===== config.mk =====
export PLATFORM = sky130hd
export DESIGN_NAME = lsu_master
export DESIGN_NICKNAME = d
export VERILOG_FILES = /design/src/rtl/lsu_pkg.sv /design/src/rtl/lsu_load_ext.sv /design/src/rtl/lsu_master.sv
export SDC_FILE = /design/constraint.sdc
export NUM_CORES = 1
export LEC_CHECK = 0
export BUFFER_PORTS_ARGS = -buffer_cell sky130_fd_sc_hd__buf_2
export CAP_MARGIN = 40
export CORE_MARGIN = 1.5
export CORE_UTILIZATION = 35
export DETAILED_ROUTE_END_ITERATION = 10
export PLACE_DENSITY = 0.69
export SLEW_MARGIN = 20
export SYNTH_ARGS = -nofsm -noshare
export SYNTH_HDL_FRONTEND = slang
export SYNTH_SLANG_ARGS = --single-unit

===== constraint.sdc =====
create_clock -name clk -period 4.2 [get_ports clk]
set_clock_uncertainty 0.2 [all_clocks]
set_input_delay 0 -clock clk [delete_from_list [all_inputs] [get_ports clk]]
set_output_delay 0 -clock clk [all_outputs]
set_load 0.01 [all_outputs]

===== src/rtl/lsu_pkg.sv =====
// rtl/lsu_pkg.sv - shared types, funct3/size encodings and op legality check for the LSU
package lsu_pkg;

  typedef enum logic [1:0] {
    IDLE,
    ACCESS,
    RESP
  } lsu_state_e;

  localparam logic [2:0] F3_B  = 3'b000;
  localparam logic [2:0] F3_H  = 3'b001;
  localparam logic [2:0] F3_W  = 3'b010;
  localparam logic [2:0] F3_BU = 3'b100;
  localparam logic [2:0] F3_HU = 3'b101;

  localparam logic [2:0] SZ_BYTE = 3'b000;
  localparam logic [2:0] SZ_HALF = 3'b001;
  localparam logic [2:0] SZ_WORD = 3'b010;

  // Unused funct3 codes, and unsigned variants on stores, never reach memory
  function automatic logic op_illegal(input logic we, input logic [2:0] funct3);
    return (funct3 == 3'b011) || (funct3 == 3'b110) || (funct3 == 3'b111) ||
           (we && funct3[2]);
  endfunction

endpackage


===== src/rtl/lsu_load_ext.sv =====
// rtl/lsu_load_ext.sv - sign/zero extension of raw memory read data by funct3
module lsu_load_ext
  import lsu_pkg::*;
(
  input  logic [2:0]  funct3,
  input  logic [31:0] rdata,
  output logic [31:0] result
);

  // Select width and extension; unknown codes pass the word through untouched
  always_comb begin
    result = rdata;
    case (funct3)
      F3_B:    result = {{24{rdata[7]}}, rdata[7:0]};
      F3_BU:   result = {24'h0, rdata[7:0]};
      F3_H:    result = {{16{rdata[15]}}, rdata[15:0]};
      F3_HU:   result = {16'h0, rdata[15:0]};
      F3_W:    result = rdata;
      default: result = rdata;
    endcase
  end

endmodule


===== src/rtl/lsu_master.sv =====
// rtl/lsu_master.sv - load/store unit memory initiator with ack timeout; option LSU_MISALIGN_TRAP_EN
module lsu_master
  import lsu_pkg::*;
#(
  parameter int TIMEOUT_CYCLES = 16
) (
  input  logic        clk,
  input  logic        reset,
  input  logic        req_valid,
  output logic        req_ready,
  input  logic        req_we,
  input  logic [2:0]  req_funct3,
  input  logic [31:0] req_addr,
  input  logic [31:0] req_wdata,
  output logic        resp_valid,
  output logic [31:0] resp_rdata,
  output logic        resp_err,
  output logic        mem_wr_en,
  output logic        mem_rd_en,
  output logic [31:0] mem_addr,
  output logic [31:0] mem_wdata,
  output logic [2:0]  mem_size,
  input  logic        mem_ack,
  input  logic [31:0] mem_rdata
);

  localparam int CW = (TIMEOUT_CYCLES > 1) ? $clog2(TIMEOUT_CYCLES) : 1;
  localparam logic [CW-1:0] TERM = CW'(TIMEOUT_CYCLES - 1);

  lsu_state_e     state_q, state_d;
  logic           we_q;
  logic [2:0]     f3_q;
  logic [31:0]    addr_q;
  logic [31:0]    wdata_q;
  logic [CW-1:0]  cnt_q;
  logic           err_q;
  logic [31:0]    rdata_q;
  logic [31:0]    ext_data;
  logic           misalign;
  logic           in_access;

`ifdef LSU_MISALIGN_TRAP_EN
  assign misalign = ((req_funct3[1:0] == 2'b01) && req_addr[0]) ||
                    ((req_funct3[1:0] == 2'b10) && (req_addr[1:0] != 2'b00));
`else
  assign misalign = 1'b0;
`endif

  lsu_load_ext u_ext (
    .funct3 (f3_q),
    .rdata  (mem_rdata),
    .result (ext_data)
  );

  // Next-state: rejected ops skip straight to RESP; ack beats terminal count
  always_comb begin
    state_d = state_q;
    case (state_q)
      IDLE: begin
        if (req_valid) begin
          if (op_illegal(req_we, req_funct3) || misalign) state_d = RESP;
          else                                            state_d = ACCESS;
        end
      end
      ACCESS:  if (mem_ack || (cnt_q == TERM)) state_d = RESP;
      RESP:    state_d = IDLE;
      default: state_d = IDLE;
    endcase
  end

  // Outputs decoded from state so reset drops the strobes immediately
  always_comb begin
    in_access  = (state_q == ACCESS);
    req_ready  = (state_q == IDLE);
    resp_valid = (state_q == RESP);
    resp_err   = (state_q == RESP) && err_q;
    resp_rdata = rdata_q;
    mem_rd_en  = in_access && !we_q;
    mem_wr_en  = in_access && we_q;
    mem_addr   = in_access ? addr_q : 32'h0;
    mem_wdata  = in_access ? wdata_q : 32'h0;
    mem_size   = in_access ? {1'b0, f3_q[1:0]} : SZ_BYTE;
  end

  // State, request capture, timeout counter and response registers
  always_ff @(posedge clk or posedge reset) begin
    if (reset) begin
      state_q <= IDLE;
      we_q    <= 1'b0;
      f3_q    <= 3'b0;
      addr_q  <= 32'h0;
      wdata_q <= 32'h0;
      cnt_q   <= '0;
      err_q   <= 1'b0;
      rdata_q <= 32'h0;
    end else begin
      state_q <= state_d;
      case (state_q)
        IDLE: begin
          if (req_valid) begin
            we_q    <= req_we;
            f3_q    <= req_funct3;
            addr_q  <= req_addr;
            wdata_q <= req_wdata;
            if (state_d == RESP) begin
              err_q   <= 1'b1;
              rdata_q <= 32'h0;
            end
          end
        end
        ACCESS: begin
          cnt_q <= cnt_q + 1'b1;
          if (mem_ack) begin
            err_q   <= 1'b0;
            rdata_q <= we_q ? 32'h0 : ext_data;
          end else if (cnt_q == TERM) begin
            err_q   <= 1'b1;
            rdata_q <= 32'h0;
          end
        end
        RESP:    cnt_q <= '0;
        default: cnt_q <= '0;
      endcase
    end
  end

endmodule


# After elaboration in Yosys (flattened, before gate mapping)
# Index checks and enable logic that the tools add are counted.
classes:
  addsub: 1
  n_mul: 0
  n_div: 0
  magnitude_cmp: 0
  n_eq_ne: 13
  shifts: 0
  n_mux: 20
  bitwise_logic: 0
  reduce_logical: 14
op_table:
  columns: ["op", "n"]
  rows:
  - ["2-to-1 mux 32 bit", 7]
  - ["case mux 32 bit (4 select lines)", 1]
  - ["case mux 32 bit (2 select lines)", 1]
  - ["equality test 3 bit (second input constant)", 4]
  - ["2-to-1 mux 2 bit", 4]
  - ["case mux 4 bit (2 select lines)", 1]
  - ["adder 4 x 1 -> 4 bit (second input constant)", 1]
  - ["equality test 2 bit (second input constant)", 2]
  - ["equality test 4 bit (second input constant)", 1]
  - ["logical AND 1 bit", 4]
  - ["logical OR 1 bit", 4]
  - ["2-to-1 mux 1 bit", 4]
  - ["case mux 2 bit (2 select lines)", 1]
  - ["AND reduction 4 bit", 1]
  - ["equality test 3 x 1 -> 1 bit (second input constant)", 1]
  - ["equality test 3 x 2 -> 1 bit (second input constant)", 1]
  - ["zero test 3 bit", 1]
  - ["!= test 3 x 2 -> 1 bit (second input constant)", 1]
  - ["equality test 2 x 1 -> 1 bit (second input constant)", 1]
  - ["zero test 2 bit", 1]
  - ["!= test 2 x 1 -> 1 bit (second input constant)", 1]
  - ["!= test 2 bit (second input constant)", 1]
  - ["case mux 1 bit (2 select lines)", 1]
  - ["AND reduction 2 bit", 1]
  - ["other kinds (2)", 2]
totals:
  regBits: 107
  latchBits: 0
  ram_bits: 0
  romBits: 0
  inputBits: 104
  out_inout_bits: 104
  elab_cells: 56
  n_memories: 0

# Depth between registers and ports, before layout
logic_depth:
  word_depth: 11
  ltp_mapped: 7
  ltp_nobuf: 5

# Cells and area by module
# A second synthesis with hierarchy kept.
hier_totals:
  hier_cells: 394
  hier_area_um2: 4824.6
by_module_without_submodules:
  columns: ["mod", "instances", "cells_per_inst", "area_per_inst_um2", "seq_area_each_um2"]
  rows:
  - ["lsu_master", 1, 327, 4469.3, 2677.6]
  - ["lsu_load_ext", 1, 67, 355.3, 0.0]

# Worst setup path after synthesis
# Ideal clock, no wire load.
synth_timing:
  path_kind: "register to register"
  start: "register state_q[1]"
  end: "register rdata_q[8] (netlist: resp_rdata[8])"
  setup_ps: 121
  t_arrival_ps: 1693
  slack_ps: 2186
  path_stages_with_launch: 7
  n_path_buf: 3
  synth_period_minus_slack_ps: 2014
  path_cell_list: "dfrtp_1 buf_6 or3b_1 o32a_1 buf_6 buf_6 a22o_1"
synth_between:
  elab_chain_cells: 5
  elab_cells_between_ends: 12
  classes_between: "eq/ne: 5; mux: 4; reduce/logical: 3"
synth_rtl:
  columns: ["element", "line_no", "text"]
  rows:
  - ["from (decl)", "lsu_master.sv:30", "lsu_state_e state_q, state_d;"]
  - ["from (signal assigned)", "lsu_master.sv:97", "state_q <= state_d;"]
  - ["equality test 2 x 1 -> 1 bit (tied with other cells)", "lsu_master.sv:58, lsu_master.sv:98", null]
  - ["case mux 2 bit (2 select lines)", "lsu_master.sv:58", "case (state_q)"]
  - ["equality test 2 bit", "lsu_master.sv:105", "if (state_d == RESP) begin"]
  - ["!= test 2 x 1 -> 1 bit (no line)", null, null]
  - ["AND reduction 4 bit (no line)", null, null]
  - ["to (signal assigned)", "lsu_master.sv:115", "rdata_q <= we_q ? 32'h0 : ext_data;"]
  - ["to (decl)", "lsu_master.sv:37", "logic [31:0] rdata_q;"]
# Several ways; a longest one is shown, not always the timed one.
# A chain may end at the register's enable or synchronous reset.

# Worst setup path in the final report
layout_timing:
  start: "register cnt_q[0]"
  end: "register err_q"
layout_between:
  elab_chain_cells: 7
  elab_cells_between_ends: 8
  classes_between: "eq/ne: 4; mux: 2; reduce/logical: 2"
layout_rtl:
  columns: ["element", "line_no", "text"]
  rows:
  - ["from (decl)", "lsu_master.sv:35", "logic [CW-1:0] cnt_q;"]
  - ["from (signal assigned)", "lsu_master.sv:112", "cnt_q <= cnt_q + 1'b1;"]
  - ["equality test 4 bit *", "lsu_master.sv:65, lsu_master.sv:116", null]
  - ["logical OR 1 bit", "lsu_master.sv:65", "ACCESS: if (mem_ack || (cnt_q == TERM)) state_d = RESP;"]
  - ["2-to-1 mux 2 bit", "lsu_master.sv:65", null]
  - ["case mux 2 bit (2 select lines)", "lsu_master.sv:58", null]
  - ["equality test 2 bit", "lsu_master.sv:105", null]
  - ["!= test 2 x 1 -> 1 bit (no line)", null, null]
  - ["AND reduction 4 bit (no line) *", null, null]
  - ["to (signal assigned)", "lsu_master.sv:106", "err_q <= 1'b1;"]
  - ["to (signal assigned)", "lsu_master.sv:114", "err_q <= 1'b0;"]
  - ["to (signal assigned)", "lsu_master.sv:117", "err_q <= 1'b1;"]
  - ["to (decl)", "lsu_master.sv:36", "logic err_q;"]
# Mark *: on every way between the ends. The rest lies on a longest branch, timed or not.

==> metrics <==
main combinational cell family by area after synthesis multiplexers; CTS Root Cell clkbuf_16; Avg Cell Area, Syn 12.2 um2; Synth Area in Adders 0.263%; clk slew on worst S/H paths around 70 ps; worst-margin pin slew 700 ps; Compound-Gate Fraction of Synth Area under 10%; Warnings, synthesis 0; GRT overflow 0; layout cells sized above 1 43.7%; Leak 3.62 nW; Yosys cell types 30; Pre-antenna DRT Iters 4; Critical Path Sink Type flip-flop; core area 13,200 um2; Synth Register Bits 107; most frequent cells in the layout 206 x buf_2, 107 x dfrtp_1, 104 x dlygate4sd3_1; Worst IR Drop VDD 0.379 mV; Seq/Total Area, Yosys between 50% and 60%; non-filler instance count after layout 867; Layout Nets 792; IO Count roughly 210; setup_tns 0 ps; final worst slack 1740 ps; Hold WC Path Type in -> reg; grt peak-use layer met2; Global Route Usage Sum a little under a fifth; Final min period about 2500 ps; diode count 0; Final Wtd Congestion 0.748; vias per cell between 4 and 5; remaining antenna violation count 0; Slew Viols, Final 0; grt met3 use 4.66%; Fill cells 1,143; Yosys top cell area share 56.3%; die width 120 um; DP HPWL 7.86 mm; Max stage delay on crit path approximately 630 ps; number of max-cap violations 0; number of synthesized flops with an enable pin 0; PD cells a little under 500 nW/um2; Reg-to-Reg End err_q$_DFFE_PP0P_; max_slew headroom 53.3%; Syn Nets 493; mux cell area share after synthesis 16.3%; crit path DAT 2460 ps; CP Max Fanout 18; hold endpoint f3_q[2]$_DFFE_PP0P_; Synth area leaders dfrtp_1 56%, mux2_2 16%, and2_1 9.0%, a22o_1 2.9%, o32ai_1 2.9%; final hold violation count 0; R2R Setup Slk 1740 ps; routed wire length per instance 14.5 um; antenna violations before repair 0; placed insts 747; DRT iter0 DRCs slightly above 200; # setup viols final 0; Finished Cell Area 7270 um2; clock sink total 107; port bufs 206; synthesized area roughly 4800 um2; setup bufs post-CTS 0; Fmax 407 MHz; commonest non-fill, non-tap cell in the layout buf_2; Layout Area Growth over Synthesis 53.0%; hold path cells 5; CTS Hold Buffers Added 103; vias in the first global route 4,207; Worst R2R Start cnt_q[0]$_DFFE_PP0N_; die height 120 um; critical path class reg -> reg; die area 14,300 um2; number of gates resized after cts 0; clk_lat worst skew 340 ps; Main synth FF type dfrtp_1; Yosys top cell by area dfrtp_1; CTS Buffer Depth 2; Final Cycle Share about three fifths; Initial Util 35.9%; H-Tree Level Count 3; met1 Use GR 21.4%; global-route wire length before repair 20.6 mm; TritonCTS Buffers 9; crit start category flip-flop; FF-to-FF path depth 5; HP Start req_valid; residual DRC count 0; outcome finished clean; critical path cell sequence ha_1, a31oi_1, o32a_1, clkinv_2, a2bb2oi_1; synthesized instance count roughly 390; worst slack, placed 1770 ps; Placed Area 5920 um2; share of flip-flops with an asynchronous set or reset 100%; Crit-path slowest cell o32a_1; CTS tree done; Crit path required time 4200 ps; total vias in the final route around 4,000; Synth Area in XOR/XNOR 0.553%; detailed-route wire length 12.6 mm; largest net degree at the start of global routing 70; std cell rows 42; RSZ-0062 raised after global routing no; critical path's top delay family compound AO/OA/AOI/OAI gates; GR Util met2 31.4%; Simple-Gate Fraction of Synth Area 14.2%; critical path buffer and inverter count 1
## power by group
part           switching (mW)  leakage (nW)  internal, mW
clock network           0.365         0.141         0.455
registers               0.207          1.32          1.36
logic                   0.518          2.16         0.620
total                    1.09          3.62          2.44
## kinds of logic (layout without fill, tap and decap cells)
kind of cell             Yosys count  count (layout)
AND/OR/NAND/NOR                  112             112
AO/OA/AOI/OAI                     47              47
other                              1               1
buffers and inverters             48             351
XOR/XNOR                           3               3
adder cells (fa/ha/maj)            1               1
flip-flops                       107             107
multiplexers                      69              69
## stage by stage
step | power, mW | hold slack (ps) | util (%)
after floorplan | 2.25 | -115 | -
after global placement | 2.58 | -16.4 | 44.6
after detailed placement | 2.64 | 9.26 | 44.7
after CTS | 3.56 | 177 | 54.6
after global routing | 3.76 | 209 | 54.9
final | 3.53 | 207 | 54.9
## Yosys cell counts (2+ instances only)
cell type / number
nor2b_1: 18
buf_6: 3
dfrtp_1: 107
o21ai_0: 10
buf_4: 3
nor3b_2: 2
inv_1: 18
o32ai_1: 16
nor2_1: 7
xor2_1: 2
buf_2: 2
clkbuf_1: 21
nand2_1: 12
mux2_2: 68
a21oi_1: 2
a22o_1: 16
and2_1: 68
## per-layer routing
layer / part of all wire (%) / routed length [um] / vias to the layer above
li1: - / - / 1904
met1: 41 / 5180 / 1938
met2: 51 / 6400 / 131
met3: 5.6 / 702 / 22
met4: 2.3 / 293 / 0
met5: 0 / 0 / -
## cell type report
type	instances	area, um2	area share (%)
clock inverters	6	57.6	0.792
multi-input cells	233	1870	25.7
flip-flops and latches	107	2680	36.8
well taps	176	220	3.03
repair buffers	317	2140	29.5
inverters	19	75.1	1.03
clock buffers	9	225	3.10
## worst max-delay path by stage
stage | startpoint | end | slack, ps | cells after the start
6_report | cnt_q[0]$_DFFE_PP0N_ | err_q$_DFFE_PP0P_ | 1740 | 5
5_1_grt | cnt_q[0]$_DFFE_PP0N_ | resp_rdata[16]$_DFFE_PP0P_ | 1440 | 5
4_1_cts | cnt_q[0]$_DFFE_PP0N_ | err_q$_DFFE_PP0P_ | 1750 | 5
3_5_place_dp | cnt_q[0]$_DFFE_PP0N_ | err_q$_DFFE_PP0P_ | 1770 | 5
3_3_place_gp | cnt_q[0]$_DFFE_PP0N_ | err_q$_DFFE_PP0P_ | 1820 | 5
2_1_floorplan | reset | addr_q[0]$_DFFE_PP0P_ | 1180 | 1
## registers in the layout (all words and copies together), names as in the netlist
signal      count
wdata_q        32
state_q         2
we_q            1
resp_rdata     32
err_q           1
cnt_q           4
addr_q         32
f3_q            3
## worst min-delay path, delay by kind of cell
kind	cells	cell delay [ps]
compound gates	1	60
buf+inv	2	370
simple gates	2	250
Note: power is estimated with default switching activity, not from simulation.
